--- src/rtl/gpio_pkg.sv ---
// Shared AHB encodings, register count and bridge state type for the GPIO bus front ends.
package gpio_pkg;

   localparam logic [1:0] HTRANS_IDLE   = 2'b00;
   localparam logic [1:0] HTRANS_BUSY   = 2'b01;
   localparam logic [1:0] HTRANS_NONSEQ = 2'b10;
   localparam logic [1:0] HTRANS_SEQ    = 2'b11;

   localparam logic [2:0] HSIZE_WORD = 3'b010;

   localparam int NUM_GPIO_REGS = 6;

   typedef enum logic [2:0] {
      ST_IDLE,
      ST_WRITE,
      ST_READ_WAIT,
      ST_READ_DONE,
      ST_ERR1,
      ST_ERR2
   } bridge_state_t;

   // Only NONSEQ and SEQ carry a real transfer; IDLE and BUSY get a free OKAY.
   function automatic logic htransActive(input logic [1:0] htrans);
      logic active;
      case (htrans)
         HTRANS_NONSEQ, HTRANS_SEQ: active = 1'b1;
         HTRANS_IDLE, HTRANS_BUSY:  active = 1'b0;
         default:                   active = 1'b0;
      endcase
      return active;
   endfunction

endpackage

--- src/rtl/gpio_ahb_addr_check.sv ---
// Combinational legality check for a word-register bus access: word size, word alignment and index range.
module gpio_ahb_addr_check
   import gpio_pkg::*;
#(
   parameter int WIDTH    = 32,
   parameter int NUM_REGS = NUM_GPIO_REGS
) (
   input  logic [WIDTH-1:0] haddr_i,
   input  logic [2:0]       hsize_i,
   output logic             legal_o
);

   localparam logic [WIDTH-3:0] LIMIT = (WIDTH-2)'(NUM_REGS);

   always_comb begin
      legal_o = (hsize_i == HSIZE_WORD) &&
                (haddr_i[1:0] == 2'b00) &&
                (haddr_i[WIDTH-1:2] < LIMIT);
   end

endmodule

--- src/rtl/gpio_ahb_bridge.sv ---
// AHB-Lite slave front end for the GPIO register core: AHB address/data phases become single-cycle core strobes.
// Define GPIO_AHB_ERR_RESP_EN to answer illegal accesses with a two-cycle ERROR response instead of a silent OKAY.
module gpio_ahb_bridge
   import gpio_pkg::*;
#(
   parameter int WIDTH     = 32,
   parameter int NUM_REGS  = NUM_GPIO_REGS,
   parameter int READ_WAIT = 1
) (
   input  logic             clk,
   input  logic             reset,
   input  logic             hsel,
   input  logic [WIDTH-1:0] haddr,
   input  logic [1:0]       htrans,
   input  logic             hwrite,
   input  logic [2:0]       hsize,
   input  logic [WIDTH-1:0] hwdata,
   input  logic             hready,
   output logic             hreadyout,
   output logic             hresp,
   output logic [WIDTH-1:0] hrdata,
   output logic             sel,
   output logic             w_en,
   output logic             r_en,
   output logic [WIDTH-1:0] addr,
   output logic [WIDTH-1:0] wdata,
   input  logic [WIDTH-1:0] rdata
);

   localparam logic [2:0] WAIT_LOAD = 3'(READ_WAIT - 1);

   bridge_state_t    state_q, state_d;
   logic [WIDTH-1:0] addrIdx_q, addrIdx_d;
   logic [WIDTH-1:0] readData_q, readData_d;
   logic [2:0]       waitCnt_q, waitCnt_d;
   logic             accept;
   logic             legal;
   logic             canAccept;

   gpio_ahb_addr_check #(
      .WIDTH    (WIDTH),
      .NUM_REGS (NUM_REGS)
   ) u_addrCheck (
      .haddr_i (haddr),
      .hsize_i (hsize),
      .legal_o (legal)
   );

   assign accept = hsel & hready & htransActive(htrans);

   always_ff @(posedge clk or posedge reset) begin
      if (reset) begin
         state_q    <= ST_IDLE;
         addrIdx_q  <= '0;
         readData_q <= '0;
         waitCnt_q  <= '0;
      end else begin
         state_q    <= state_d;
         addrIdx_q  <= addrIdx_d;
         readData_q <= readData_d;
         waitCnt_q  <= waitCnt_d;
      end
   end

   always_comb begin
      state_d    = state_q;
      addrIdx_d  = addrIdx_q;
      readData_d = readData_q;
      waitCnt_d  = waitCnt_q;
      hreadyout  = 1'b1;
      hresp      = 1'b0;
      sel        = 1'b0;
      w_en       = 1'b0;
      r_en       = 1'b0;
      canAccept  = 1'b0;

      case (state_q)
         ST_IDLE: begin
            canAccept = 1'b1;
         end
         ST_WRITE: begin
            sel       = 1'b1;
            w_en      = 1'b1;
            canAccept = 1'b1;
         end
         ST_READ_WAIT: begin
            sel       = 1'b1;
            r_en      = 1'b1;
            hreadyout = 1'b0;
            if (waitCnt_q == 3'd0) begin
               readData_d = rdata;
               state_d    = ST_READ_DONE;
            end else begin
               waitCnt_d = waitCnt_q - 3'd1;
            end
         end
         ST_READ_DONE: begin
            canAccept = 1'b1;
         end
`ifdef GPIO_AHB_ERR_RESP_EN
         ST_ERR1: begin
            hreadyout = 1'b0;
            hresp     = 1'b1;
            state_d   = ST_ERR2;
         end
         ST_ERR2: begin
            hresp     = 1'b1;
            canAccept = 1'b1;
         end
`endif
         default: begin
            state_d = ST_IDLE;
         end
      endcase

      // Any cycle that ends a data phase with hreadyout high may also carry the next address phase.
      if (canAccept) begin
         state_d = ST_IDLE;
         if (accept) begin
            addrIdx_d = {2'b00, haddr[WIDTH-1:2]};
            if (legal && hwrite) begin
               state_d = ST_WRITE;
            end else if (legal) begin
               state_d   = ST_READ_WAIT;
               waitCnt_d = WAIT_LOAD;
            end else begin
`ifdef GPIO_AHB_ERR_RESP_EN
               state_d = ST_ERR1;
`else
               state_d = ST_IDLE;
               if (!hwrite) begin
                  readData_d = '0;
               end
`endif
            end
         end
      end
   end

   assign addr   = sel ? addrIdx_q : '0;
   assign wdata  = w_en ? hwdata : '0;
   assign hrdata = readData_q;

endmodule
--- config.mk ---
export PLATFORM = sky130hd
export DESIGN_NAME = gpio_ahb_bridge
export DESIGN_NICKNAME = d
export VERILOG_FILES = /design/src/rtl/gpio_pkg.sv /design/src/rtl/gpio_ahb_addr_check.sv /design/src/rtl/gpio_ahb_bridge.sv
export SDC_FILE = /design/constraint.sdc
export NUM_CORES = 1
export LEC_CHECK = 0
export ABC_AREA = 1
export CORE_UTILIZATION = 38
export DETAILED_ROUTE_END_ITERATION = 10
export PLACE_DENSITY = 0.76
export SLEW_MARGIN = 30
export SYNTH_ARGS = -nofsm -noshare
export SYNTH_HDL_FRONTEND = slang
export SYNTH_SLANG_ARGS = --single-unit
--- constraint.sdc ---
create_clock -name clk -period 2.7 [get_ports clk]
set_input_delay 0.81 -clock clk [delete_from_list [all_inputs] [get_ports clk]]
set_output_delay 0.81 -clock clk [all_outputs]
set_load 0.1 [all_outputs]
==> reports/results.txt, run 1 <==
Post-Synth Simple-Gate Area -> 16.8%
clk_lat worst skew -> 330 ps
top_reg_cell synth -> dfrtp_1
sequential cell area -> 1680 sq um
Setup Crit Path Kind -> flop to output port
Min-Delay Startpoint -> addrIdx_q[18]$_DFFE_PP0P_
crit end category -> output port
initial core utilization -> 38.9%
Post-synth EDFFs -> 0
Ports -> 207
first-pass GRT wire length -> 16.7 mm
Yosys top cell area share -> 46.8%
status -> complete, no violations
Worst Setup SP -> state_q[0]$_DFFE_PP0P_
post-synthesis mux area share -> 8.67%
Layout area overhead -> 84.9%
fraction of registers with async set/reset -> 100%
largest family of logic cells by synthesized area -> simple AND/OR/NAND/NOR gates
Ant. Diodes -> 0
clk slew on worst S/H paths -> 80 ps
vias in the first global route -> 3472
Post-Synth Adder-Cell Area -> 1.40%
slew margin rel. -> 65.3%
Final WS setup -> 56.3 ps
routability cong. -> 0.799
Die Y -> 99.1 microns
critical-path maximum fanout -> 31
antenna-violating nets left -> 0
VDD IR max -> 0.246 mV
FF+latch count, synth -> 67
synthesized instance count -> 419
# resized after CTS -> 1
initial antenna violation count -> 0
routed len/inst -> 13.8 microns
DR DRC count -> 0
final setup vio count -> 0
DRT Pass-1 Iters -> 4
CP max stage delay -> 420 ps
footprint of the multi-input gates -> 1440 sq um
area leader, netlist -> dfrtp_1
IO Port Bufs -> 202
syn avg cell area -> 8.54 sq um
DR iter-0 viols -> 78
Post-CTS Hold Buffers -> 0
synth warn -> 0
final wirelength -> 10.1 mm
Slowest-stage cell, CP -> dfrtp_1
HP Class -> flop to flop
unrepaired setup endpoints after global routing -> true
CTS buffer count -> 9
Slew @ Worst Pin -> 521 ps
distinct cell type count of the synthesized netlist -> 25
reg2reg path depth -> 6
H-tree depth -> 3
sequential fraction of the synthesis area -> 46.8%
Leak -> 3.08 nW
final net count -> 729
final worst-path cycle share -> 97.9%
DPL Wire Length -> 7.87 mm
clock buffer depth -> 2
Setup TNS -> 0 ps
CTS root buf -> clkbuf_8
Worst Skew -> 14.0 ps
GRT Total Usage -> 21.5%
core area -> 9200 sq um
pre-CTS setup slack -> 208 ps
Post-CTS Repair Setup Buffers -> 0
gr ovfl total -> 0
# fillers -> 675
CP cell instances -> inv_1, ha_1, buf_4, nor2_1, buf_12
DR vias -> 3384
Worst EP arrival -> 1830 ps
CTS tree -> built
Via density -> 4.60
Die Area -> 9810 sq um
post-synthesis xor/xnor area fraction -> 0%
Pins Over Slew Limit -> 0
fin crit period -> 2640 ps
Hold Path Stages -> 2
post-synthesis compound-gate area fraction -> 12.6%
PD cells -> 396 nW/um^2
most frequent cell after synthesis -> inv_1
top post-synthesis cells by count -> 82 x inv_1, 77 x nand2_1, 67 x dfrtp_1, 48 x nor2_1, 32 x o21ai_0
Std-Cell Rows -> 35
r2r startpoint -> state_q[0]$_DFFE_PP0P_
largest net degree at the start of global routing -> 45
FMAX -> 378 MHz
Critical Path RT -> 1890 ps
Die Width -> 99.1 microns
Area contributors post-synth -> dfrtp_1 47%, mux2i_1 8.7%, inv_1 8.6%
share of layout cells above drive strength 1 -> 31.3%
Cell Area, Synth -> 3580 sq um
final hold vios -> 0
startpoint types -> flop
CTS sink count -> 67
Max Cap Viol -> 0
-- final timing paths --
kind / end / slack, ps
worst max register to register: hrdata[25]$_DFF_PP0_ / 790
worst min-delay path: addrIdx_q[18]$_DFFE_PP0P_ / 490
max in group asynchronous: hrdata[30]$_DFF_PP0_ / 1430
worst max-delay path: addr[11] / 60
min in group asynchronous: hrdata[15]$_DFF_PP0_ / 870
worst min register to register: addrIdx_q[18]$_DFFE_PP0P_ / 490
-- cell usage in the layout (no fill, tap or decap), types with 2 or more instances in the layout --
master and count:
a21oi_1 4, a21oi_2 30, buf_12 68, buf_4 39
bufinv_16 3, clkbuf_8 9, clkdlybuf4s50_1 104, clkinv_2 2
clkinvlp_4 30, conb_1 3, dfrtp_1 67, ha_1 3
inv_1 52, inv_2 2, mux2i_1 31, nand2_1 77
nand3_1 6, nand3_2 2, nand4_1 2, nor2_1 46
nor2_2 4, o21ai_0 32
-- stage by stage --
stage | cells | utilization, % | power, W | hold slack [ps] | instance area, sq um
final | 735 | 72.0 | 0.00262 | 493 | 6620
after global routing | 735 | 72.0 | 0.00274 | 525 | 6620
after CTS | 735 | 71.9 | 0.00265 | 493 | 6620
after detailed placement | 719 | 69.2 | 0.00163 | 473 | 6360
after global placement | 719 | 69.2 | 0.00161 | 466 | 6360
after floorplan | 421 | - | 0.00140 | 453 | 3700
-- power breakdown --
part | internal, W | switching (W)
Clock | 0.000612 | 0.000402
Sequential | 0.00109 | 0.0000349
Combinational | 0.000208 | 0.000275
-- registers in the layout, indices dropped and copies added (netlist names) --
signal,flops
hrdata,32
addrIdx_q,30
state_q,2
waitCnt_q,3
-- worst max-delay path: cells and delay by family (launching register included) --
kind / cells / cell delay (ps)
buffers and inverters: 3 / 520
DFF: 1 / 420
adders and majority gates: 1 / 290
and+or+nand+nor: 1 / 260
-- cells by family (layout without fill, tap and decap cells) --
logic type / Yosys count / in the layout
other cells: 1 / 3
mux: 31 / 31
flops: 67 / 67
buf+inv: 108 / 311
simple gates: 141 / 141
fa+ha+maj: 4 / 4
compound gates: 67 / 67
-- final cells by class --
type                    count  area share (%)
well taps                 111            2.10
inverters                  84            6.44
multi-input cells         246            21.8
clock buffers               9            1.87
flip-flops and latches     67            25.3
clock inverters             7            1.76
repair buffers            211            40.7
-- routing by layer --
metal  vias up  track usage [%]  part of all wire [%]
met5         -                0                     0
met4         0             5.77                   1.3
li1       1674                -                     -
met2       136             36.5                    50
met3        14             6.74                   8.7
met1      1560             26.6                    40
No activity file was read; power rests on OpenSTA's default activity.
==> run 2, diff against run 1 <==
--- a/config.mk
+++ b/config.mk
@@ -6,6 +6,7 @@
 export NUM_CORES = 1
 export LEC_CHECK = 0
 export ABC_AREA = 1
+export CORE_MARGIN = 3
 export CORE_UTILIZATION = 38
 export DETAILED_ROUTE_END_ITERATION = 10
 export PLACE_DENSITY = 0.76
==> reports/results.txt, run 2 (synthesis gave the netlist of run 1 again) <==
status -> complete, no violations
final cell count without fillers -> 733
Worst EP arrival -> 1770 ps
Worst Setup SP -> state_q[0]$_DFFE_PP0P_
unrepaired setup endpoints after global routing -> false
Final Power -> 0.00235 W
DR DRC count -> 0
Std-Cell Rows -> 34
max FFs per register -> 32
CTS sink count -> 67
clock buffer depth -> 2
antenna-violating nets left -> 0
critical-path maximum fanout -> 18
largest net degree at the start of global routing -> 45
initial antenna violation count -> 0
worst reg2reg setup slack -> 820 ps
slew margin rel. -> 63.7%
H-tree depth -> 3
Critical Path RT -> 1890 ps
Slew @ Worst Pin -> 543 ps
Setup Crit Path Kind -> flop to output port
share of layout cells above drive strength 1 -> 30.6%
r2r endpoint -> hrdata[27]$_DFF_PP0_
dpl cells -> 717
routed len/inst -> 14.5 microns
Die Y -> 103 microns
CP max stage delay -> 420 ps
most frequent cells in the layout -> 104 x clkdlybuf4s50_1, 77 x nand2_1, 69 x buf_12
final wirelength -> 10.7 mm
final hold vios -> 0
CTS buffer count -> 9
IO Port Bufs -> 202
VDD IR max -> 0.226 mV
routability cong. -> 0.749
Post-CTS Repair Setup Buffers -> 0
Pins Over Slew Limit -> 0
fin util -> 73.5%
Worst Skew -> 6.09 ps
most common cell after layout, fill and taps aside -> clkdlybuf4s50_1
Layout area overhead -> 83.4%
reg2reg path depth -> 6
CP cell instances -> inv_1, ha_1, buf_4, nor2_1, buf_12
fin crit period -> 2580 ps
final worst-path cycle share -> 95.4%
CTS tree -> built
# fillers -> 664
Via density -> 4.52
clk_lat worst skew -> 330 ps
crit end category -> output port
gr ovfl total -> 0
Ports -> 207
Critical Path Sink -> addr[10]
HP Class -> flop to flop
Die Width -> 103 microns
first-pass GRT wire length -> 16.1 mm
final setup vio count -> 0
DPL Wire Length -> 8.53 mm
Max Cap Viol -> 0
Die Area -> 10600 sq um
core area -> 8930 sq um
startpoint types -> flop
initial core utilization -> 40.1%
DR vias -> 3310
Final WS setup -> 124 ps
Leak -> 3.06 nW
Setup TNS -> 0 ps
pre-CTS setup slack -> 196 ps
DRT Pass-1 Iters -> 4
Ant. Diodes -> 0
final net count -> 730
r2r startpoint -> state_q[0]$_DFFE_PP0P_
GRT Total Usage -> 19.5%
PD cells -> 358 nW/um^2
DR iter-0 viols -> 104
CTS root buf -> clkbuf_8
vias in the first global route -> 3265
Slowest-stage cell, CP -> dfrtp_1
clk slew on worst S/H paths -> 70 ps
FMAX -> 388 MHz
[run 2: final cells by class]
type	instances	area, sq um	share of cell area (%)
tap	108	135	2.06
sequential	67	1680	25.5
clock inverter	2	10.0	0.152
inverter	84	427	6.50
timing repair buffer	212	2720	41.4
multi-input combinational	246	1440	21.9
clock buffer	14	163	2.48
[run 2: worst max-delay path: cells and delay by family (launching register included)]
kind / cells / cell delay, ps
buffers and inverters: 3 / 480
DFF: 1 / 420
adders and majority gates: 1 / 310
and+or+nand+nor: 1 / 220
[run 2: through the flow]
stage / hold slack [ps] / instance area [sq um]
after floorplan: 453 / 3700
after global placement: 466 / 6380
after detailed placement: 482 / 6380
after CTS: 498 / 6550
after global routing: 520 / 6560
final: 494 / 6560
[run 2: power by group]
group | internal (W) | switching, W
clock network | 0.000382 | 0.000361
logic | 0.000210 | 0.000274
registers | 0.00109 | 0.0000326
[run 2: how the worst min path moves through the flow]
stage	startpoint	slack, ps	endpoint	cells after the start
after floorplan	addrIdx_q[14]$_DFFE_PP0P_	450	addrIdx_q[14]$_DFFE_PP0P_	2
after global placement	addrIdx_q[27]$_DFFE_PP0P_	470	addrIdx_q[27]$_DFFE_PP0P_	2
after detailed placement	addrIdx_q[17]$_DFFE_PP0P_	480	addrIdx_q[17]$_DFFE_PP0P_	2
after CTS	addrIdx_q[17]$_DFFE_PP0P_	500	addrIdx_q[17]$_DFFE_PP0P_	2
after global routing	addrIdx_q[29]$_DFFE_PP0P_	520	addrIdx_q[29]$_DFFE_PP0P_	2
final	addrIdx_q[17]$_DFFE_PP0P_	490	addrIdx_q[17]$_DFFE_PP0P_	2
[run 2: layer usage]
metal	track usage, %	part of all wire [%]	routed length (microns)
met4	5.38	1.2	125
met5	0	0	0
met2	33.4	51	5470
met1	24.6	41	4370
met3	4.67	6.5	696
[run 2: what timing repair did]
item	CTS	global route
resized for setup	0	1
hold buffers	0	0
endpoints found under the hold margin	0	0
endpoints found under the setup margin	0	31
